### src/rtl/if_stage.sv
// -----------------------------------------------------------------------------
// if_stage -- instruction-fetch stage of the simple MIPS core.
//
// Holds the program counter, fetches from instruction memory over a
// single-cycle req/ready handshake and drives the IF/ID pipeline register.
// Taken branches and jumps from decode redirect the PC; a hazard stall from
// downstream freezes IF/ID and blocks redirects. An instruction that returns
// while stalled is parked in a one-entry skid buffer (HOLD state) so that
// nothing is lost or duplicated when the stall releases.
//
// Ports:
//   clk            in   1   rising-edge clock
//   rst            in   1   asynchronous active-high reset
//   imem_req       out  1   fetch request (high only in FETCH)
//   imem_addr      out  32  fetch byte address, always the current PC
//   imem_rdata     in   32  instruction word, valid when imem_req & imem_ready
//   imem_ready     in   1   memory accepts the request and returns data now
//   stall          in   1   hazard stall; holds IF/ID and blocks redirects
//   branch_taken   in   1   taken-branch redirect from decode
//   branch_target  in   32  branch target address
//   jump           in   1   jump redirect from decode (wins over branch)
//   jump_target    in   32  jump target address
//   id_instr       out  32  IF/ID instruction; [31:26] is the decoder opcode
//   id_pc_plus4    out  32  IF/ID PC+4 of id_instr
//   id_valid       out  1   IF/ID holds a real instruction (0 = bubble)
//   fetch_count    out  32  instructions delivered into IF/ID, wraps mod 2^32
// -----------------------------------------------------------------------------
module if_stage #(
    parameter logic [31:0] RESET_PC = 32'h0000_0000
) (
    input  logic        clk,
    input  logic        rst,
    output logic        imem_req,
    output logic [31:0] imem_addr,
    input  logic [31:0] imem_rdata,
    input  logic        imem_ready,
    input  logic        stall,
    input  logic        branch_taken,
    input  logic [31:0] branch_target,
    input  logic        jump,
    input  logic [31:0] jump_target,
    output logic [31:0] id_instr,
    output logic [31:0] id_pc_plus4,
    output logic        id_valid,
    output logic [31:0] fetch_count
);

    typedef enum logic [1:0] {
        ST_BOOT  = 2'd0,
        ST_FETCH = 2'd1,
        ST_HOLD  = 2'd2
    } state_t;

    // Word alignment mask applied to every redirect target.
    localparam logic [31:0] ALIGN_MASK = 32'hFFFF_FFFC;

    state_t      state_q,       state_d;
    logic [31:0] pc_q,          pc_d;
    logic [31:0] buf_instr_q,   buf_instr_d;
    logic [31:0] buf_pc4_q,     buf_pc4_d;
    logic [31:0] id_instr_q,    id_instr_d;
    logic [31:0] id_pc4_q,      id_pc4_d;
    logic        id_valid_q,    id_valid_d;
    logic [31:0] fetch_count_q, fetch_count_d;

    logic        redirect_s;
    logic [31:0] target_s;
    logic [31:0] pc_plus4_s;

    // Redirect qualification, target selection and sequential PC increment.
    always_comb begin
        redirect_s = (branch_taken | jump) & ~stall;
        if (jump) begin
            target_s = jump_target & ALIGN_MASK;
        end else begin
            target_s = branch_target & ALIGN_MASK;
        end
        // Plain 32-bit add: 0xFFFF_FFFC + 4 wraps to 0.
        pc_plus4_s = pc_q + 32'd4;
    end

    // Next-state logic for the fetch FSM, PC, skid buffer and IF/ID register.
    always_comb begin
        state_d       = state_q;
        pc_d          = pc_q;
        buf_instr_d   = buf_instr_q;
        buf_pc4_d     = buf_pc4_q;
        id_instr_d    = id_instr_q;
        id_pc4_d      = id_pc4_q;
        id_valid_d    = id_valid_q;
        fetch_count_d = fetch_count_q;

        case (state_q)
            ST_BOOT: begin
                // One idle cycle after reset before the first request.
                state_d = ST_FETCH;
            end

            ST_FETCH: begin
                if (stall && imem_ready) begin
                    // Data arrived but IF/ID is frozen: park it and advance.
                    buf_instr_d = imem_rdata;
                    buf_pc4_d   = pc_plus4_s;
                    pc_d        = pc_plus4_s;
                    state_d     = ST_HOLD;
                end else if (stall) begin
                    state_d = ST_FETCH;
                end else if (redirect_s) begin
                    // No delay slot: the word returned this cycle is dropped.
                    pc_d       = target_s;
                    id_valid_d = 1'b0;
                end else if (imem_ready) begin
                    id_instr_d    = imem_rdata;
                    id_pc4_d      = pc_plus4_s;
                    id_valid_d    = 1'b1;
                    pc_d          = pc_plus4_s;
                    fetch_count_d = fetch_count_q + 32'd1;
                end else begin
                    // Wait state: emit a bubble, keep IF/ID payload as is.
                    id_valid_d = 1'b0;
                end
            end

            ST_HOLD: begin
                if (stall) begin
                    state_d = ST_HOLD;
                end else if (redirect_s) begin
                    // Buffered instruction is on the wrong path.
                    pc_d       = target_s;
                    id_valid_d = 1'b0;
                    state_d    = ST_FETCH;
                end else begin
                    id_instr_d    = buf_instr_q;
                    id_pc4_d      = buf_pc4_q;
                    id_valid_d    = 1'b1;
                    fetch_count_d = fetch_count_q + 32'd1;
                    state_d       = ST_FETCH;
                end
            end

            default: begin
                state_d    = ST_BOOT;
                pc_d       = RESET_PC;
                id_valid_d = 1'b0;
            end
        endcase
    end

    // State, PC, skid buffer and IF/ID registers with asynchronous reset.
    always_ff @(posedge clk or posedge rst) begin
        if (rst) begin
            state_q       <= ST_BOOT;
            pc_q          <= RESET_PC;
            buf_instr_q   <= 32'd0;
            buf_pc4_q     <= 32'd0;
            id_instr_q    <= 32'd0;
            id_pc4_q      <= 32'd0;
            id_valid_q    <= 1'b0;
            fetch_count_q <= 32'd0;
        end else begin
            state_q       <= state_d;
            pc_q          <= pc_d;
            buf_instr_q   <= buf_instr_d;
            buf_pc4_q     <= buf_pc4_d;
            id_instr_q    <= id_instr_d;
            id_pc4_q      <= id_pc4_d;
            id_valid_q    <= id_valid_d;
            fetch_count_q <= fetch_count_d;
        end
    end

    // Memory-side outputs depend only on state and PC (no input paths).
    always_comb begin
        imem_req  = (state_q == ST_FETCH);
        imem_addr = pc_q;
    end

    assign id_instr    = id_instr_q;
    assign id_pc_plus4 = id_pc4_q;
    assign id_valid    = id_valid_q;
    assign fetch_count = fetch_count_q;

endmodule

### config.mk
export PLATFORM = sky130hd
export DESIGN_NAME = if_stage
export DESIGN_NICKNAME = d
export VERILOG_FILES = /design/src/rtl/if_stage.sv
export SDC_FILE = /design/constraint.sdc
export NUM_CORES = 1
export LEC_CHECK = 0
export CELL_PAD_IN_SITES_DETAIL_PLACEMENT = 1
export CELL_PAD_IN_SITES_GLOBAL_PLACEMENT = 2
export CORE_MARGIN = 4
export CORE_UTILIZATION = 28
export CTS_CLUSTER_SIZE = 25
export DETAILED_ROUTE_END_ITERATION = 10
export PLACE_DENSITY = 0.74
export SYNTH_ARGS = -nofsm -noshare
export SYNTH_HDL_FRONTEND = slang
export SYNTH_SLANG_ARGS = --single-unit
### constraint.sdc
create_clock -name clk -period 6.8 [get_ports clk]
set_clock_uncertainty 0.1 [all_clocks]
set_input_delay 1.36 -clock clk [delete_from_list [all_inputs] [get_ports clk]]
set_output_delay 1.36 -clock clk [all_outputs]
set_load 0.01 [all_outputs]
==> out/metrics.yaml, run 1 <==
status: "completed"
reg2reg_from: "state_q[0]$_DFFE_PP0P_"
worstPathMaxFanout: 32
antenna_found_initial: 0
synth_area_sq_um: 9320
cts_tree: "done"
num_io_pins: 232
fill_cells: 3682
cp-end-kind: "flip-flop"
cts_resized: 0
core_sq_um: 32700
relSlewSlack: 0.299
r2r_cells: 6
num_vias: 7592
clk_pin_slew_worst_paths_ns: 0.07
r2r-end: "id_pc_plus4[15]$_DFFE_PP0P_"
async_flop_share: 1.00
track_usage: 0.165
floorplan.die_area_sq_um: 36300
nets: 1204
worst-setup-path-type: "input pin to flip-flop"
multi_input_area_sq_um: 4290
antenna_cells: 0
period_needed_ns: 3.94
min_path_cells: 2
cts_root_buf: "clkbuf_16"
min_path_type: "flip-flop to flip-flop"
synth_top_area_cell: "dfrtp_1"
setup_violations: 0
layout_common_cells: "222 x clkdlybuf4s50_1, 189 x dfrtp_1, 115 x nand2_1"
ys.flop_type: "dfrtp_1"
regToRegSetupSlack_ns: 3.56
final_antenna_net_count: 0
syn_area_per_cell_sq_um: 10.2
total_power_mw: 4.71
netlist_instances: 911
chipWidth_um: 190
ys_types: 56
drtIter0Drc: 308
drive_gt1_frac: 0.0903
grt_pass1_wl_um: 46800
worst_pin_slew_ns: 1.05
worstHoldStart: "id_instr[12]$_DFFE_PP0P_"
cap_violations: 0
power_per_cell_area_nw_per_um2: 377
rsz0062_at_grt: "no"
wl_per_cell_um: 19.4
power.leakage_nw: 5.19
netlist.area_leader.share: 0.508
cp-start-kind: "input pin"
fp-row-count: 66
cts_max_level: 4
setup_tns_ns: 0
globalplace.congestion: 0.774
clock-sinks: 189
instances_no_fill: 1550
hold_buffers: 0
max-vdd-ir-drop_mv: 0.160
whs_endpoint: "id_instr[12]$_DFFE_PP0P_"
drc_errors: 0
post_cts_buffers: 0
ys_seq_elements: 189
clockBufferDepth: 2
register_area_sq_um: 4730
syn_to_final_growth_pct: 34.1
fmax_mhz: 254
via_per_inst: 4.90
wirelength_um: 30000
io_buffers: 223
drv_slew: 0
cts-buffers-inserted: 17
synth_edf_count: 0
crit_arrival_ns: 4.17
hpwl_um: 21500
clk_latency_ns: 0.43
finalCritPeriodShare: 0.579
start_util: 0.285
placed_cells: 1519
ys_seq_area_frac: 0.508
layout_commonest_cell: "clkdlybuf4s50_1"
yosys_warnings: 0
yosys-top-cells-area: "dfrtp_1 51%, mux2i_1 6.4%, mux2_2 5.2%"
crit_required_ns: 7.03
dieHeight_um: 190
grt_pass1_vias: 7834
first_pass_iters: 4
grt_overflow: 0
finalHoldViolCount: 0
grt_max_degree: 90
-- synthesized netlist by cell type, drive strengths merged, types with 5 or more instances --
| cell | instances |
|---|---|
| a22o | 10 |
| mux2i | 60 |
| a21oi | 32 |
| and4 | 13 |
| xnor2 | 37 |
| or4 | 5 |
| nor2 | 31 |
| and3 | 16 |
| inv | 13 |
| nand4 | 18 |
| o311ai | 7 |
| buf | 16 |
| o22ai | 12 |
| dfrtp | 189 |
| mux2 | 43 |
| nand3 | 44 |
| or3 | 10 |
| clkbuf | 53 |
| nor3 | 9 |
| o211ai | 8 |
| xor2 | 20 |
| o21ai | 90 |
| ha | 6 |
| o32ai | 5 |
| nand2 | 116 |
| nor4 | 13 |
-- flip-flops by register name (all words and copies together) (netlist names) --
register / cells
id_instr: 32
buf_pc4_q: 30
fetch_count: 32
imem_addr: 30
id_valid: 1
id_pc_plus4: 30
buf_instr_q: 32
state_q: 2
-- through the flow --
| step | hold WS (ns) | utilization | setup WS (ns) | area [sq um] |
|---|---|---|---|---|
| 2_1_floorplan | 0.342 | - | 0.198 | 9330 |
| 3_3_place_gp | 0.356 | 0.365 | 2.44 | 11900 |
| 3_5_place_dp | 0.366 | 0.365 | 2.35 | 11900 |
| 4_1_cts | 0.382 | 0.382 | 2.80 | 12500 |
| 5_1_grt | 0.399 | 0.382 | 2.60 | 12500 |
| 6_report | 0.378 | 0.382 | 2.86 | 12500 |
-- area by class of cell --
cell class                      instances  share of cell area
Timing Repair Buffer                  232               0.184
Multi-Input combinational cell        643               0.344
Tap cell                              442              0.0442
Clock inverter                         13              0.0106
Clock buffer                           18              0.0351
Inverter                               13             0.00450
Sequential cell                       189               0.378
-- where the power goes --
group | total, mW | leakage, nW | switching (mW) | internal, mW
Combinational | 1.82 | 2.43 | 0.935 | 0.885
Clock | 1.01 | 0.274 | 0.481 | 0.524
Sequential | 1.88 | 2.48 | 0.341 | 1.54
Total | 4.71 | 5.19 | 1.76 | 2.95
-- cells by family after synthesis --
kind of cell    count (synthesis)  synth area share
compound gates                182             0.118
xor+xnor                       57            0.0536
fa+ha+maj                       6           0.00806
buf+inv                        82            0.0364
flops                         189             0.508
mux                           103             0.116
other cells                     1          0.000402
simple gates                  291             0.159
-- layer usage --
metal,GRT usage,wire [um],vias up
met5,0,0,-
met4,0.0238,182,0
met2,0.268,13800,196
met3,0.0456,1810,11
li1,-,-,3630
met1,0.226,14200,3755
-- how the worst max path moves through the flow --
stage / startpoint / end / cells after the start
final: stall / id_pc_plus4[18]$_DFFE_PP0P_ / 6
after floorplan: rst / buf_instr_q[0]$_DFFE_PP0P_ / 1
after detailed placement: stall / id_pc_plus4[14]$_DFFE_PP0P_ / 6
after CTS: stall / id_pc_plus4[18]$_DFFE_PP0P_ / 6
after global placement: stall / id_pc_plus4[17]$_DFFE_PP0P_ / 6
after global routing: stall / id_pc_plus4[9]$_DFFE_PP0P_ / 6
-- critical path, cell delays in order --
cell and delay (ns):
clkdlybuf4s50_1 0.58, nor3_1 0.73, and2_1 0.23, buf_4 0.36, nand2_1 0.55, o211ai_1 0.34
No activity file was read; power rests on OpenSTA's default activity.
==> run 2, diff against run 1 <==
--- a/config.mk
+++ b/config.mk
@@ -8,10 +8,10 @@
 export CELL_PAD_IN_SITES_DETAIL_PLACEMENT = 1
 export CELL_PAD_IN_SITES_GLOBAL_PLACEMENT = 2
 export CORE_MARGIN = 4
-export CORE_UTILIZATION = 28
+export CORE_UTILIZATION = 31
 export CTS_CLUSTER_SIZE = 25
 export DETAILED_ROUTE_END_ITERATION = 10
-export PLACE_DENSITY = 0.74
+export PLACE_DENSITY = 0.78
 export SYNTH_ARGS = -nofsm -noshare
 export SYNTH_HDL_FRONTEND = slang
 export SYNTH_SLANG_ARGS = --single-unit
==> constraint.sdc (replaced) <==
create_clock -name clk -period 4 [get_ports clk]
set_clock_uncertainty 0.1 [all_clocks]
set_input_delay 0.8 -clock clk [delete_from_list [all_inputs] [get_ports clk]]
set_output_delay 0.8 -clock clk [all_outputs]
set_load 0.01 [all_outputs]
==> run 2 against run 1 <==
Routed wire length down 6.6%. Via count is 0.11% higher. Final area is 0.64% higher. Core utilization up 4.2 points. Combinational power up 70%. Non-clock buffer count rose by 11. Hold slack improved by 0.0011 ns. Worst setup slack lost 1.9 ns. Critical path type is now flip-flop to output port.
==> out/metrics.yaml, run 2 (synthesized netlist as in run 1, its figures left out) <==
status: "completed"
crit_slowest_cell: "clkdlybuf4s50_1"
hold_buffers: 0
relSlewSlack: 0.309
min_path_type: "flip-flop to flip-flop"
globalplace.congestion: 0.784
clockBufferDepth: 2
highest-signal-layer: "met4"
place_area_sq_um: 12000
floorplan.die_area_sq_um: 32900
wl_per_cell_um: 18.6
crit_chain: "inv_1 -> ha_1 -> clkdlybuf4s50_1"
antenna_found_initial: 0
cts_tree: "done"
layout_commonest_cell: "clkdlybuf4s50_1"
layout_setup_ws_ns: 0.932
cts_root_buf: "clkbuf_16"
nets: 1215
cp_num_cells: 3
post_cts_buffers: 0
start_util: 0.314
core_sq_um: 29600
power_per_cell_area_nw_per_um2: 638
num_io_pins: 232
worst_pin_slew_ns: 1.04
grt_max_degree: 72
regToRegSetupSlack_ns: 1.11
setup_tns_ns: 0
crit_required_ns: 3.10
dieHeight_um: 181
chipWidth_um: 181
final_antenna_net_count: 0
hpwl_um: 20400
cts-buffers-inserted: 17
grt_pass1_vias: 7898
worst-setup-path-type: "flip-flop to output port"
whs_ns: 0.379
finalCritPeriodShare: 0.767
period_needed_ns: 3.07
cp-start-kind: "flip-flop"
max-vdd-ir-drop_mv: 0.324
grt_pass1_wl_um: 45800
clk_latency_ns: 0.44
r2r_cells: 7
cp-end-kind: "output port"
cts_max_level: 4
via_per_inst: 5.03
cts_resized: 0
fmax_mhz: 326
rsz0062_at_grt: "no"
clk_pin_slew_worst_paths_ns: 0.08
whs_endpoint: "id_pc_plus4[7]$_DFFE_PP0P_"
cp_top_family: "buffers and inverters"
dr_wl_met3_um: 1370
fp-row-count: 63
worst-path-buf-inv: 2
power.leakage_nw: 5.27
crit_arrival_ns: 2.17
pre_cts_ws_ns: 0.549
syn_to_final_growth_pct: 35.0
wirelength_um: 28000
drc_errors: 0
worstHoldStart: "id_pc_plus4[7]$_DFFE_PP0P_"
num_vias: 7600
finalHoldViolCount: 0
antenna_cells: 0
wl_met2_um: 12500
first_pass_iters: 4
clock-sinks: 189
r2r-end: "id_pc_plus4[31]$_DFFE_PP0P_"
setup_violations: 0
total_power_mw: 8.02
wl_met1_um: 14000
track_usage: 0.172
min_path_cells: 1
cap_violations: 0
slowest_delay_ns: 0.66
io_buffers: 223
grt_overflow: 0
reg2reg_from: "state_q[1]$_DFFE_PP0P_"
layout_common_cells: "222 x clkdlybuf4s50_1, 189 x dfrtp_1, 115 x nand2_1"
drive_gt1_frac: 0.100
final_cell_area_sq_um: 12600
worstPathMaxFanout: 14
drtIter0Drc: 378
drv_slew: 0
run 2: cell count changes in the layout (fill, tap and decap cells not counted), sizes merged:
cell | previous run | this run
bufinv | 1 | 0
inv | 19 | 22
clkinvlp | 3 | 2
buf | 10 | 21
clkinv | 3 | 4
clkbuf | 18 | 17
run 2: through the flow:
stage                     cells  utilization
final                      1510        0.424
after global routing       1510        0.424
after CTS                  1510        0.424
after detailed placement   1478        0.405
after global placement     1478        0.405
after floorplan             914            -
run 2: power breakdown:
| group | total, mW | internal, mW | switching (mW) |
|---|---|---|---|
| Sequential | 3.21 | 2.62 | 0.592 |
| Clock | 1.72 | 0.846 | 0.870 |
| Combinational | 3.10 | 1.54 | 1.56 |
| Total | 8.02 | 5.00 | 3.02 |
run 2: final cells by class:
type                       instances  area (sq um)
fill                            3325         17100
sequential                       189          4730
multi-input combinational        643          4290
timing repair buffer             243          2430
tap                              390           488
clock buffer                      17           425
clock inverter                    15           163
inverter                          13          52.6
run 2: how the worst max path moves through the flow:
| stage | to | slack, ns | start |
|---|---|---|---|
| 6_report | imem_req | 0.93 | state_q[1]$_DFFE_PP0P_ |
| 5_1_grt | imem_req | 0.81 | state_q[1]$_DFFE_PP0P_ |
| 4_1_cts | imem_req | 0.87 | state_q[1]$_DFFE_PP0P_ |
| 3_5_place_dp | imem_addr[28]$_DFFE_PP0P_ | 0.55 | branch_taken |
| 3_3_place_gp | imem_addr[28]$_DFFE_PP0P_ | 0.57 | branch_taken |
| 2_1_floorplan | buf_instr_q[0]$_DFFE_PP0P_ | 0.67 | rst |
run 2: per-layer routing:
metal,track usage,vias to the layer above
li1,-,3645
met1,0.252,3757
met2,0.264,182
met3,0.0351,16
met4,0.0354,0
met5,0,-
